### config.mk
export PLATFORM = sky130hd
export DESIGN_NAME = mem_access_ctrl
export DESIGN_NICKNAME = d
export VERILOG_FILES = /design/src/rtl/mem_access_ctrl_pkg.sv /design/src/rtl/mem_lane_align.sv /design/src/rtl/mem_access_ctrl.sv
export SDC_FILE = /design/constraint.sdc
export NUM_CORES = 1
export LEC_CHECK = 0
export CORE_AREA = 2 2 118 120
export DETAILED_ROUTE_END_ITERATION = 8
export DIE_AREA = 0 0 120 122
export MAX_ROUTING_LAYER = met4
export PLACE_DENSITY = 0.8
export RECOVER_POWER = 100
export SLEW_MARGIN = 20
export SYNTH_ARGS = -nofsm -noshare
export SYNTH_HDL_FRONTEND = slang
export SYNTH_HIERARCHICAL = 1
export SYNTH_SLANG_ARGS = --single-unit
### constraint.sdc
create_clock -name clk -period 2.24 [get_ports clk]
set_input_delay 0.336 -clock clk [delete_from_list [all_inputs] [get_ports clk]]
set_output_delay 0.336 -clock clk [all_outputs]
set_load 0.05 [all_outputs]
### src/rtl/mem_access_ctrl_pkg.sv
// -----------------------------------------------------------------------------
// mem_access_ctrl_pkg
//   Shared definitions for the load/store controller:
//     - data width constant (only 32-bit words are supported)
//     - request size encodings (byte / half / word / illegal)
//     - controller state encodings and the state enum built on them
//     - access_error(): alignment / legality check applied at acceptance
// -----------------------------------------------------------------------------
package mem_access_ctrl_pkg;

  localparam int DATA_W = 32;

  // Request size encodings carried on req_size
  localparam logic [1:0] SIZE_BYTE    = 2'b00;
  localparam logic [1:0] SIZE_HALF    = 2'b01;
  localparam logic [1:0] SIZE_WORD    = 2'b10;
  localparam logic [1:0] SIZE_ILLEGAL = 2'b11;

  // Controller state encodings
  localparam logic [2:0] ST_IDLE_ENC   = 3'd0;
  localparam logic [2:0] ST_LOAD_ENC   = 3'd1;
  localparam logic [2:0] ST_RMW_RD_ENC = 3'd2;
  localparam logic [2:0] ST_WRITE_ENC  = 3'd3;
  localparam logic [2:0] ST_RESP_ENC   = 3'd4;

  typedef enum logic [2:0] {
    ST_IDLE   = ST_IDLE_ENC,
    ST_LOAD   = ST_LOAD_ENC,
    ST_RMW_RD = ST_RMW_RD_ENC,
    ST_WRITE  = ST_WRITE_ENC,
    ST_RESP   = ST_RESP_ENC
  } state_e;

  // Returns 1 when a request of this size at this byte offset cannot be
  // serviced: halves must be 2-byte aligned, words 4-byte aligned, and the
  // reserved size code is always rejected.
  function automatic logic access_error(input logic [1:0] size,
                                        input logic [1:0] offset);
    logic err;
    case (size)
      SIZE_BYTE: err = 1'b0;
      SIZE_HALF: err = offset[0];
      SIZE_WORD: err = (offset != 2'b00);
      default:   err = 1'b1;
    endcase
    return err;
  endfunction

endpackage

### src/rtl/mem_lane_align.sv
// -----------------------------------------------------------------------------
// mem_lane_align
//   Purely combinational lane steering between a 32-bit RAM word and
//   right-justified CPU data. Lanes are little-endian: byte k lives in
//   bits [8k+7:8k]; a half lives in [15:0] (offset[1]=0) or [31:16].
//
// Ports
//   rd_word     in   32  word currently read from the RAM
//   offset      in    2  byte offset within the word (addr[1:0])
//   size        in    2  access size (SIZE_BYTE / SIZE_HALF / SIZE_WORD)
//   is_unsigned in    1  zero-extend (1) or sign-extend (0) sub-word loads
//   wdata       in   32  right-justified store data
//   ld_data     out  32  extracted and extended load data
//   st_word     out  32  rd_word with the addressed lane(s) replaced by wdata
// -----------------------------------------------------------------------------
module mem_lane_align
  import mem_access_ctrl_pkg::*;
(
  input  logic [DATA_W-1:0] rd_word,
  input  logic [1:0]        offset,
  input  logic [1:0]        size,
  input  logic              is_unsigned,
  input  logic [DATA_W-1:0] wdata,
  output logic [DATA_W-1:0] ld_data,
  output logic [DATA_W-1:0] st_word
);

  logic [4:0]        sh_byte;
  logic [4:0]        sh_half;
  logic [7:0]        byte_val;
  logic [15:0]       half_val;
  logic [DATA_W-1:0] byte_mask;
  logic [DATA_W-1:0] half_mask;

  always_comb begin
    // Bit position of the addressed lane; halves only use offset[1]
    sh_byte   = {offset, 3'b000};
    sh_half   = {offset[1], 4'b0000};
    byte_val  = 8'(rd_word >> sh_byte);
    half_val  = 16'(rd_word >> sh_half);
    byte_mask = 32'h0000_00FF << sh_byte;
    half_mask = 32'h0000_FFFF << sh_half;

    ld_data = '0;
    case (size)
      SIZE_BYTE: ld_data = is_unsigned ? {24'h0, byte_val}
                                       : {{24{byte_val[7]}}, byte_val};
      SIZE_HALF: ld_data = is_unsigned ? {16'h0, half_val}
                                       : {{16{half_val[15]}}, half_val};
      SIZE_WORD: ld_data = rd_word;
      default:   ld_data = '0;
    endcase

    st_word = rd_word;
    case (size)
      SIZE_BYTE: st_word = (rd_word & ~byte_mask) | ({24'h0, wdata[7:0]} << sh_byte);
      SIZE_HALF: st_word = (rd_word & ~half_mask) | ({16'h0, wdata[15:0]} << sh_half);
      SIZE_WORD: st_word = wdata;
      default:   st_word = rd_word;
    endcase
  end

endmodule

### src/rtl/mem_access_ctrl.sv
// -----------------------------------------------------------------------------
// mem_access_ctrl
//   Initiator-side load/store controller between the CPU datapath and a
//   word-addressed RAM with a single write enable and combinational read.
//   Byte and half stores are done as read-modify-write; loads are extracted
//   and sign/zero extended; misaligned or illegal-size requests complete
//   with resp_err and never touch the RAM. One request in flight at a time.
//
// Handshake
//   A request transfers on a rising edge where req_valid && req_ready. The
//   requester holds every req_* field stable until that edge; req_valid
//   while req_ready is low is ignored. The response is a single-cycle
//   resp_valid pulse with no backpressure; resp_err and resp_rdata are only
//   meaningful while resp_valid is high.
//
// Ports
//   clk, rst_n         clock (rising edge), asynchronous active-low reset
//   req_valid/ready    request handshake
//   req_we             1 = store, 0 = load
//   req_size           00 byte, 01 half, 10 word, 11 illegal
//   req_unsigned       zero-extend sub-word loads when 1
//   req_addr           byte address
//   req_wdata          right-justified store data
//   resp_valid         one-cycle completion pulse
//   resp_err           misaligned / illegal size
//   resp_rdata         extended load data, 0 for stores and errors
//   mem_we             RAM write enable (exactly one cycle per store)
//   mem_addr           RAM byte address with the low two bits forced to 0
//   mem_wdata          RAM write word, 0 outside the write cycle
//   mem_rdata          RAM combinational read word
//
// Flow: IDLE -> LOAD -> RESP, IDLE -> WRITE -> RESP (word store),
//       IDLE -> RMW_RD -> WRITE -> RESP (sub-word store), IDLE -> RESP (error)
// -----------------------------------------------------------------------------
module mem_access_ctrl
  import mem_access_ctrl_pkg::*;
#(
  parameter int NUMBER_OF_ADDRESS_BITS = 10,
  parameter int NUMBER_OF_DATA_BITS    = 32
) (
  input  logic                              clk,
  input  logic                              rst_n,
  input  logic                              req_valid,
  output logic                              req_ready,
  input  logic                              req_we,
  input  logic [1:0]                        req_size,
  input  logic                              req_unsigned,
  input  logic [NUMBER_OF_ADDRESS_BITS-1:0] req_addr,
  input  logic [NUMBER_OF_DATA_BITS-1:0]    req_wdata,
  output logic                              resp_valid,
  output logic                              resp_err,
  output logic [NUMBER_OF_DATA_BITS-1:0]    resp_rdata,
  output logic                              mem_we,
  output logic [NUMBER_OF_ADDRESS_BITS-1:0] mem_addr,
  output logic [NUMBER_OF_DATA_BITS-1:0]    mem_wdata,
  input  logic [NUMBER_OF_DATA_BITS-1:0]    mem_rdata
);

  localparam int N = NUMBER_OF_ADDRESS_BITS;

  // FSM state
  state_e state_q, state_d;

  // Request latched at acceptance
  logic [N-1:0]      addr_q,  addr_d;
  logic [1:0]        size_q,  size_d;
  logic              we_q,    we_d;
  logic              uns_q,   uns_d;
  logic [DATA_W-1:0] wdata_q, wdata_d;

  // Registered outputs
  logic              mem_we_q,     mem_we_d;
  logic [N-1:0]      mem_addr_q,   mem_addr_d;
  logic [DATA_W-1:0] mem_wdata_q,  mem_wdata_d;
  logic              resp_valid_q, resp_valid_d;
  logic              resp_err_q,   resp_err_d;
  logic [DATA_W-1:0] resp_rdata_q, resp_rdata_d;

  // Lane steering for the latched request against the live RAM read word
  logic [DATA_W-1:0] ld_data;
  logic [DATA_W-1:0] st_word;

  mem_lane_align u_lane_align (
    .rd_word     (mem_rdata),
    .offset      (addr_q[1:0]),
    .size        (size_q),
    .is_unsigned (uns_q),
    .wdata       (wdata_q),
    .ld_data     (ld_data),
    .st_word     (st_word)
  );

  // rst_n is included so ready drops the moment reset is applied
  assign req_ready  = (state_q == ST_IDLE) && rst_n;

  assign resp_valid = resp_valid_q;
  assign resp_err   = resp_err_q;
  assign resp_rdata = resp_rdata_q;
  assign mem_we     = mem_we_q;
  assign mem_addr   = mem_addr_q;
  assign mem_wdata  = mem_wdata_q;

  // Next-state and next-output logic. Outputs are computed for the state
  // being entered so that every output comes straight from a flop.
  always_comb begin
    state_d      = state_q;
    addr_d       = addr_q;
    size_d       = size_q;
    we_d         = we_q;
    uns_d        = uns_q;
    wdata_d      = wdata_q;
    mem_we_d     = 1'b0;
    mem_wdata_d  = '0;
    resp_valid_d = 1'b0;
    resp_err_d   = 1'b0;
    resp_rdata_d = '0;

    case (state_q)
      ST_IDLE: begin
        if (req_valid && req_ready) begin
          addr_d  = req_addr;
          size_d  = req_size;
          we_d    = req_we;
          uns_d   = req_unsigned;
          wdata_d = req_wdata;
          if (access_error(req_size, req_addr[1:0])) begin
            state_d      = ST_RESP;
            resp_valid_d = 1'b1;
            resp_err_d   = 1'b1;
          end else if (!req_we) begin
            state_d = ST_LOAD;
          end else if (req_size == SIZE_WORD) begin
            // Full-word store needs no read, write straight away
            state_d     = ST_WRITE;
            mem_we_d    = 1'b1;
            mem_wdata_d = req_wdata;
          end else begin
            state_d = ST_RMW_RD;
          end
        end
      end

      ST_LOAD: begin
        // RAM read data is valid this cycle; capture the extended value
        state_d      = ST_RESP;
        resp_valid_d = 1'b1;
        resp_rdata_d = we_q ? '0 : ld_data;
      end

      ST_RMW_RD: begin
        // Old word is on mem_rdata; capture it with the target lane merged
        state_d     = ST_WRITE;
        mem_we_d    = 1'b1;
        mem_wdata_d = st_word;
      end

      ST_WRITE: begin
        state_d      = ST_RESP;
        resp_valid_d = 1'b1;
      end

      ST_RESP: begin
        state_d = ST_IDLE;
      end

      default: begin
        state_d = ST_IDLE;
      end
    endcase

    // Word address of the request being serviced, 0 whenever idle
    mem_addr_d = (state_d != ST_IDLE) ? {addr_d[N-1:2], 2'b00} : '0;
  end

  always_ff @(posedge clk or negedge rst_n) begin
    if (!rst_n) begin
      state_q      <= ST_IDLE;
      addr_q       <= '0;
      size_q       <= '0;
      we_q         <= 1'b0;
      uns_q        <= 1'b0;
      wdata_q      <= '0;
      mem_we_q     <= 1'b0;
      mem_addr_q   <= '0;
      mem_wdata_q  <= '0;
      resp_valid_q <= 1'b0;
      resp_err_q   <= 1'b0;
      resp_rdata_q <= '0;
    end else begin
      state_q      <= state_d;
      addr_q       <= addr_d;
      size_q       <= size_d;
      we_q         <= we_d;
      uns_q        <= uns_d;
      wdata_q      <= wdata_d;
      mem_we_q     <= mem_we_d;
      mem_addr_q   <= mem_addr_d;
      mem_wdata_q  <= mem_wdata_d;
      resp_valid_q <= resp_valid_d;
      resp_err_q   <= resp_err_d;
      resp_rdata_q <= resp_rdata_d;
    end
  end

endmodule
After elaboration in Yosys (flattened, before gate mapping)
Index checks and enable logic that the tools add are counted.

word-level totals
  bits in registers = 126
  logic and storage cells = 72

operators by class
  muxes and demuxes = 31
  reductions and logical operators = 9
  equal/unequal tests = 7
  shift operators = 6
  bitwise gates (word level) = 6

operators with widths
  cell                   count
  $mux 32                8
  $pmux 32 s3            2
  $and 32x32->32         2
  $not 32->32            2
  $or 32x32->32          2
  $pmux 32 s2            1
  $shl 16x5->32          1
  $shl 16x5->32 const A  1
  $shl 8x5->32           1
  $shl 8x5->32 const A   1
  $shr 32x5->16          1
  $shr 32x5->8           1
  $mux 10                3
  $mux 1                 10
  $pmux 3 s3             1
  $eq 3x2->1 const B     2
  $mux 3                 2
  $eq 2x1->1 const B     2
  $eq 2x2->1 const B     2
  $logic_not 2->1        2
  $pmux 1 s2             2
  $eq 3x1->1 const B     1
  $logic_not 3->1        1
  $pmux 1 s3             1
  6 further kinds        7

Depth between registers and ports, before layout
  depth after elaboration = 10
  gate-level depth with buffers = 7

Hierarchy
The synthesis kept the hierarchy.

modules (own cells, without submodules)
  module           cells an instance  area each (um^2)  seq. area each (um^2)  times used
  mem_access_ctrl  302                4,483.0           3,103.0                1
  mem_lane_align   300                2,125.8           0.0                    1

Worst setup path before layout
Ideal clock, no wire load.

  path kind = register -> register
  start point = register state_q[1]
  end point = register mem_wdata_q[10] (netlist: mem_wdata[10])
  required time = 2,176 ps
  setup time = 64 ps
  setup slack = 535 ps
  cell stages (with the launch flop) = 6
  arrival time = 1,641 ps
  path buffers = 2
  cell sequence = dfrtp_1 -> or3_1 -> buf_6 -> a2111oi_4 -> buf_6 -> a22o_2

on the way
  longest elaborated chain between the ends = 5

RTL lines
  element                 RTL line                                       RTL
  start, declared         mem_access_ctrl.sv:62                          state_e state_q, state_d;
  start signal, assigned  mem_access_ctrl.sv:190                         state_q <= state_d;
  $logic_not 3->1         mem_access_ctrl.sv:94, mem_access_ctrl.sv:118
  $logic_and 1x1->1       mem_access_ctrl.sv:94                          assign req_ready = (state_q == ST_IDLE) && rst_n;
  $logic_and 1x1->1       mem_access_ctrl.sv:120                         if (req_valid && req_ready) begin
  $mux 32                 mem_access_ctrl.sv:120
  $pmux 32 s2 (*)         mem_access_ctrl.sv:118                         case (state_q)
  via mem_wdata_d[10]     mem_access_ctrl.sv:74                          logic [DATA_W-1:0] mem_wdata_q, mem_wdata_d;
  end signal, assigned    mem_access_ctrl.sv:198                         mem_wdata_q <= mem_wdata_d;
  end, declared           mem_access_ctrl.sv:74

The timed path passes the listed nets; every way through them passes the cells marked *.
A chain may end at the register's enable or synchronous reset.

Worst setup path in the final report
  start point = input rst_n
  end point = register mem_wdata_q[3] (netlist: mem_wdata[3])

on the way
  longest elaborated chain between the ends = 4

RTL lines
  element             RTL line                RTL
  start, declared     mem_access_ctrl.sv:42   input logic rst_n,
  $logic_and 1x1->1   mem_access_ctrl.sv:94
  $logic_and 1x1->1   mem_access_ctrl.sv:120
  $mux 32             mem_access_ctrl.sv:120
  $pmux 32 s2         mem_access_ctrl.sv:118
  via mem_wdata_d[3]  mem_access_ctrl.sv:74

The timed path passes the listed nets, and every way through them passes these cells.

==> impl_metrics.ini <==
[global_routing]
antenna_found_initial = 0
grt_pass1_vias = 5471
grt_pass1_wl_mm = 30.2
grt_usage = 0.281
grt_max_degree = 113
gr-total-overflow = 0

[sta]
drv_slew = 0
setup_violations = 0
fmax_mhz = 489
finClkSkew_ps = 7.08
fin_crit_ps = 2050
hold_violations = 0
fin_crit_sh = 0.914
worstMarginPinSlew_ps = 1020
rsz0062_at_grt = no
relSlewSlack = 0.321
final.setup.tns_ps = 0

[worst_setup_path]
critical-path-slowest-cell = a2111oi_2
regToRegStartpoint = addr_q[1]
worstPathMaxFanout = 33
arrival_ps = 2400
cp-end-kind = flip-flop
critPathKind = in -> reg
critPathRequiredTime_ps = 2600
cp_slowest_stage_delay_ps = 550
path_cells = dlygate4sd3_1 > buf_4 > nand2_1 > a2111oi_2 > buf_12 > a22o_2
path_delay_family = buffers and inverters
critPathBufInv = 3
worstSetupStartpointType = primary input
crit_start = rst_n

[logic_synthesis]
ys_ff_latch = 124
synth_top_cell_area_share = 0.470
synth_edf_count = 0
postSynth.asyncResetShare = 1.00
synthCells = 602
ys_warn_count = 6
ys_seq_area_frac = 0.470
syn_area_per_cell_um2 = 11.0
synthTopCellsByArea = dfrtp_1, mux2_2, a22o_2
syn_area_um2 = 6610
synth.top_cells.by_count = dfrtp_1, mux2_2, nand2_1, a21oi_1, and2_1
yosysMostFrequentCell = dfrtp_1
ys.flop_type = dfrtp_1
synth_area_leader_cell = dfrtp_1
ys_types = 51

[die]
die_area_um2 = 14600
core_region_area_um2 = 13500
die_y_um = 122
io_pins = 159
die_w_um = 120
std_cell_rows = 43
start_util = 0.489

[cells_and_area]
fillers = 1013
diodes = 0
multi_input_area_um2 = 3160
stdcell_area_um2 = 8920
layout-drive-gt1-share = 0.230
final_nets = 836
area_growth_pct = 34.9
regArea_um2 = 3100
final_util = 0.660

[drt]
first_pass_iters = 6
ant_nets = 0
vias_per_cell = 5.79
drt-total-wl_mm = 19.3
wire_per_inst_um = 20.3
drcViolationCount = 0
vias = 5492
first_iter_violations = 493

[place]
routabilityCongestion = 0.953
io_buffers = 156
dpl_cell_area_um2 = 8380
dp_hpwl_mm = 13.7

[clock_tree]
cts-htree-levels = 4
clkSinkCount = 124
cts_made_buffers = 17
postCtsHoldBufs = 1
postCtsSetupBuffers = 0
path_clk_slew_ps = 60
clock-root-buffer = clkbuf_16
clock_path_buffers = 2
cts_tree = yes
insertion_delay_ps = 420
cts_resized = 0

[power_and_ir_drop]
power_density_nw_per_um2 = 1450
peakVddDrop_mv = 0.816
leakagePower_nw = 4.09

[min_path]
holdCritPathClass = in -> async

[outcome]
outcome = complete, no violations

[flow_run]
drv_cap = 0
## cells by family (layout without fill, tap and decap cells)
kind of cell | Yosys count | after routing | synth area share
multiplexers | 97 | 97 | 0.163
AND/OR/NAND/NOR | 163 | 163 | 0.131
AO/OA/AOI/OAI | 163 | 163 | 0.186
flip-flops | 124 | 124 | 0.470
other | 1 | 2 | 0.000567
buffers and inverters | 54 | 219 | 0.0504
## worst paths after layout
path	to	slack, ps	depth (start not counted)
max	mem_wdata[3]	190	6
min reg2reg	wdata_q[24]	500	1
min	mem_addr[4]	320	2
min in group clk	addr_q[7]	490	3
max reg2reg	resp_rdata[8]	210	5
max in group asynchronous	size_q[1]	610	3
## cells in the final DEF (no fill, tap or decap), types with 4 or more instances in the layout
cell             count
buf_4               21
clkbuf_8             4
nand3_1             15
nor3_1               9
nand2b_1            10
dlygate4sd3_1       76
a22oi_1              9
a22o_2              27
mux2_1               5
clkinvlp_4           6
o22ai_1             10
a21oi_1             38
a21boi_0             7
nand2_1             49
mux2i_1             26
nor2_1              12
dfrtp_1            123
nor2b_1             16
a221oi_1            10
o221ai_1            14
clkdlybuf4s50_1     79
o21ai_0             19
o31ai_1              7
clkbuf_16           17
and2_0              20
a22o_1               5
and2_1              15
o21ai_2              8
buf_12               6
mux2_2              65
## per-stage QoR
stage | instances | power, mW | hold WS [ps] | worst slack (ps)
2_1_floorplan | 603 | 8.41 | 40.4 | 535
4_1_cts | 948 | 13.1 | 308 | 246
3_5_place_dp | 915 | 10.4 | 223 | 120
5_1_grt | 948 | 13.6 | 343 | 81.9
6_report | 948 | 12.9 | 317 | 194
3_3_place_gp | 915 | 10.3 | 216 | 191
## state kept, by name, summed over array words and instances, names as in the netlist
| register | flops |
|---|---|
| resp_valid | 1 |
| mem_wdata | 32 |
| we_q | 1 |
| state_q | 3 |
| uns_q | 1 |
| resp_rdata | 32 |
| wdata_q | 32 |
| addr_q | 10 |
| mem_addr | 8 |
| mem_we | 1 |
| size_q | 2 |
| resp_err | 1 |
## routing by layer
metal	vias up	share of wire	GRT usage
met5	-	0	-
met4	0	0.029	0.114
met3	37	0.067	0.0618
met2	241	0.48	0.427
met1	2717	0.43	0.368
li1	2497	-	-
## power by group
part           switching (mW)  internal [mW]
Combinational            3.90           2.75
Clock                   0.999           1.63
Sequential              0.652           2.98
Total                    5.55           7.36
## layout make-up
| class | count | area share |
|---|---|---|
| Timing Repair Buffer | 186 | 0.208 |
| Clock buffer | 22 | 0.0543 |
| Sequential cell | 124 | 0.348 |
| Tap cell | 180 | 0.0253 |
| Clock inverter | 10 | 0.0101 |
| Inverter | 1 | 0.000421 |
| Multi-Input combinational cell | 425 | 0.354 |
Power figures use the tool's default switching activity.
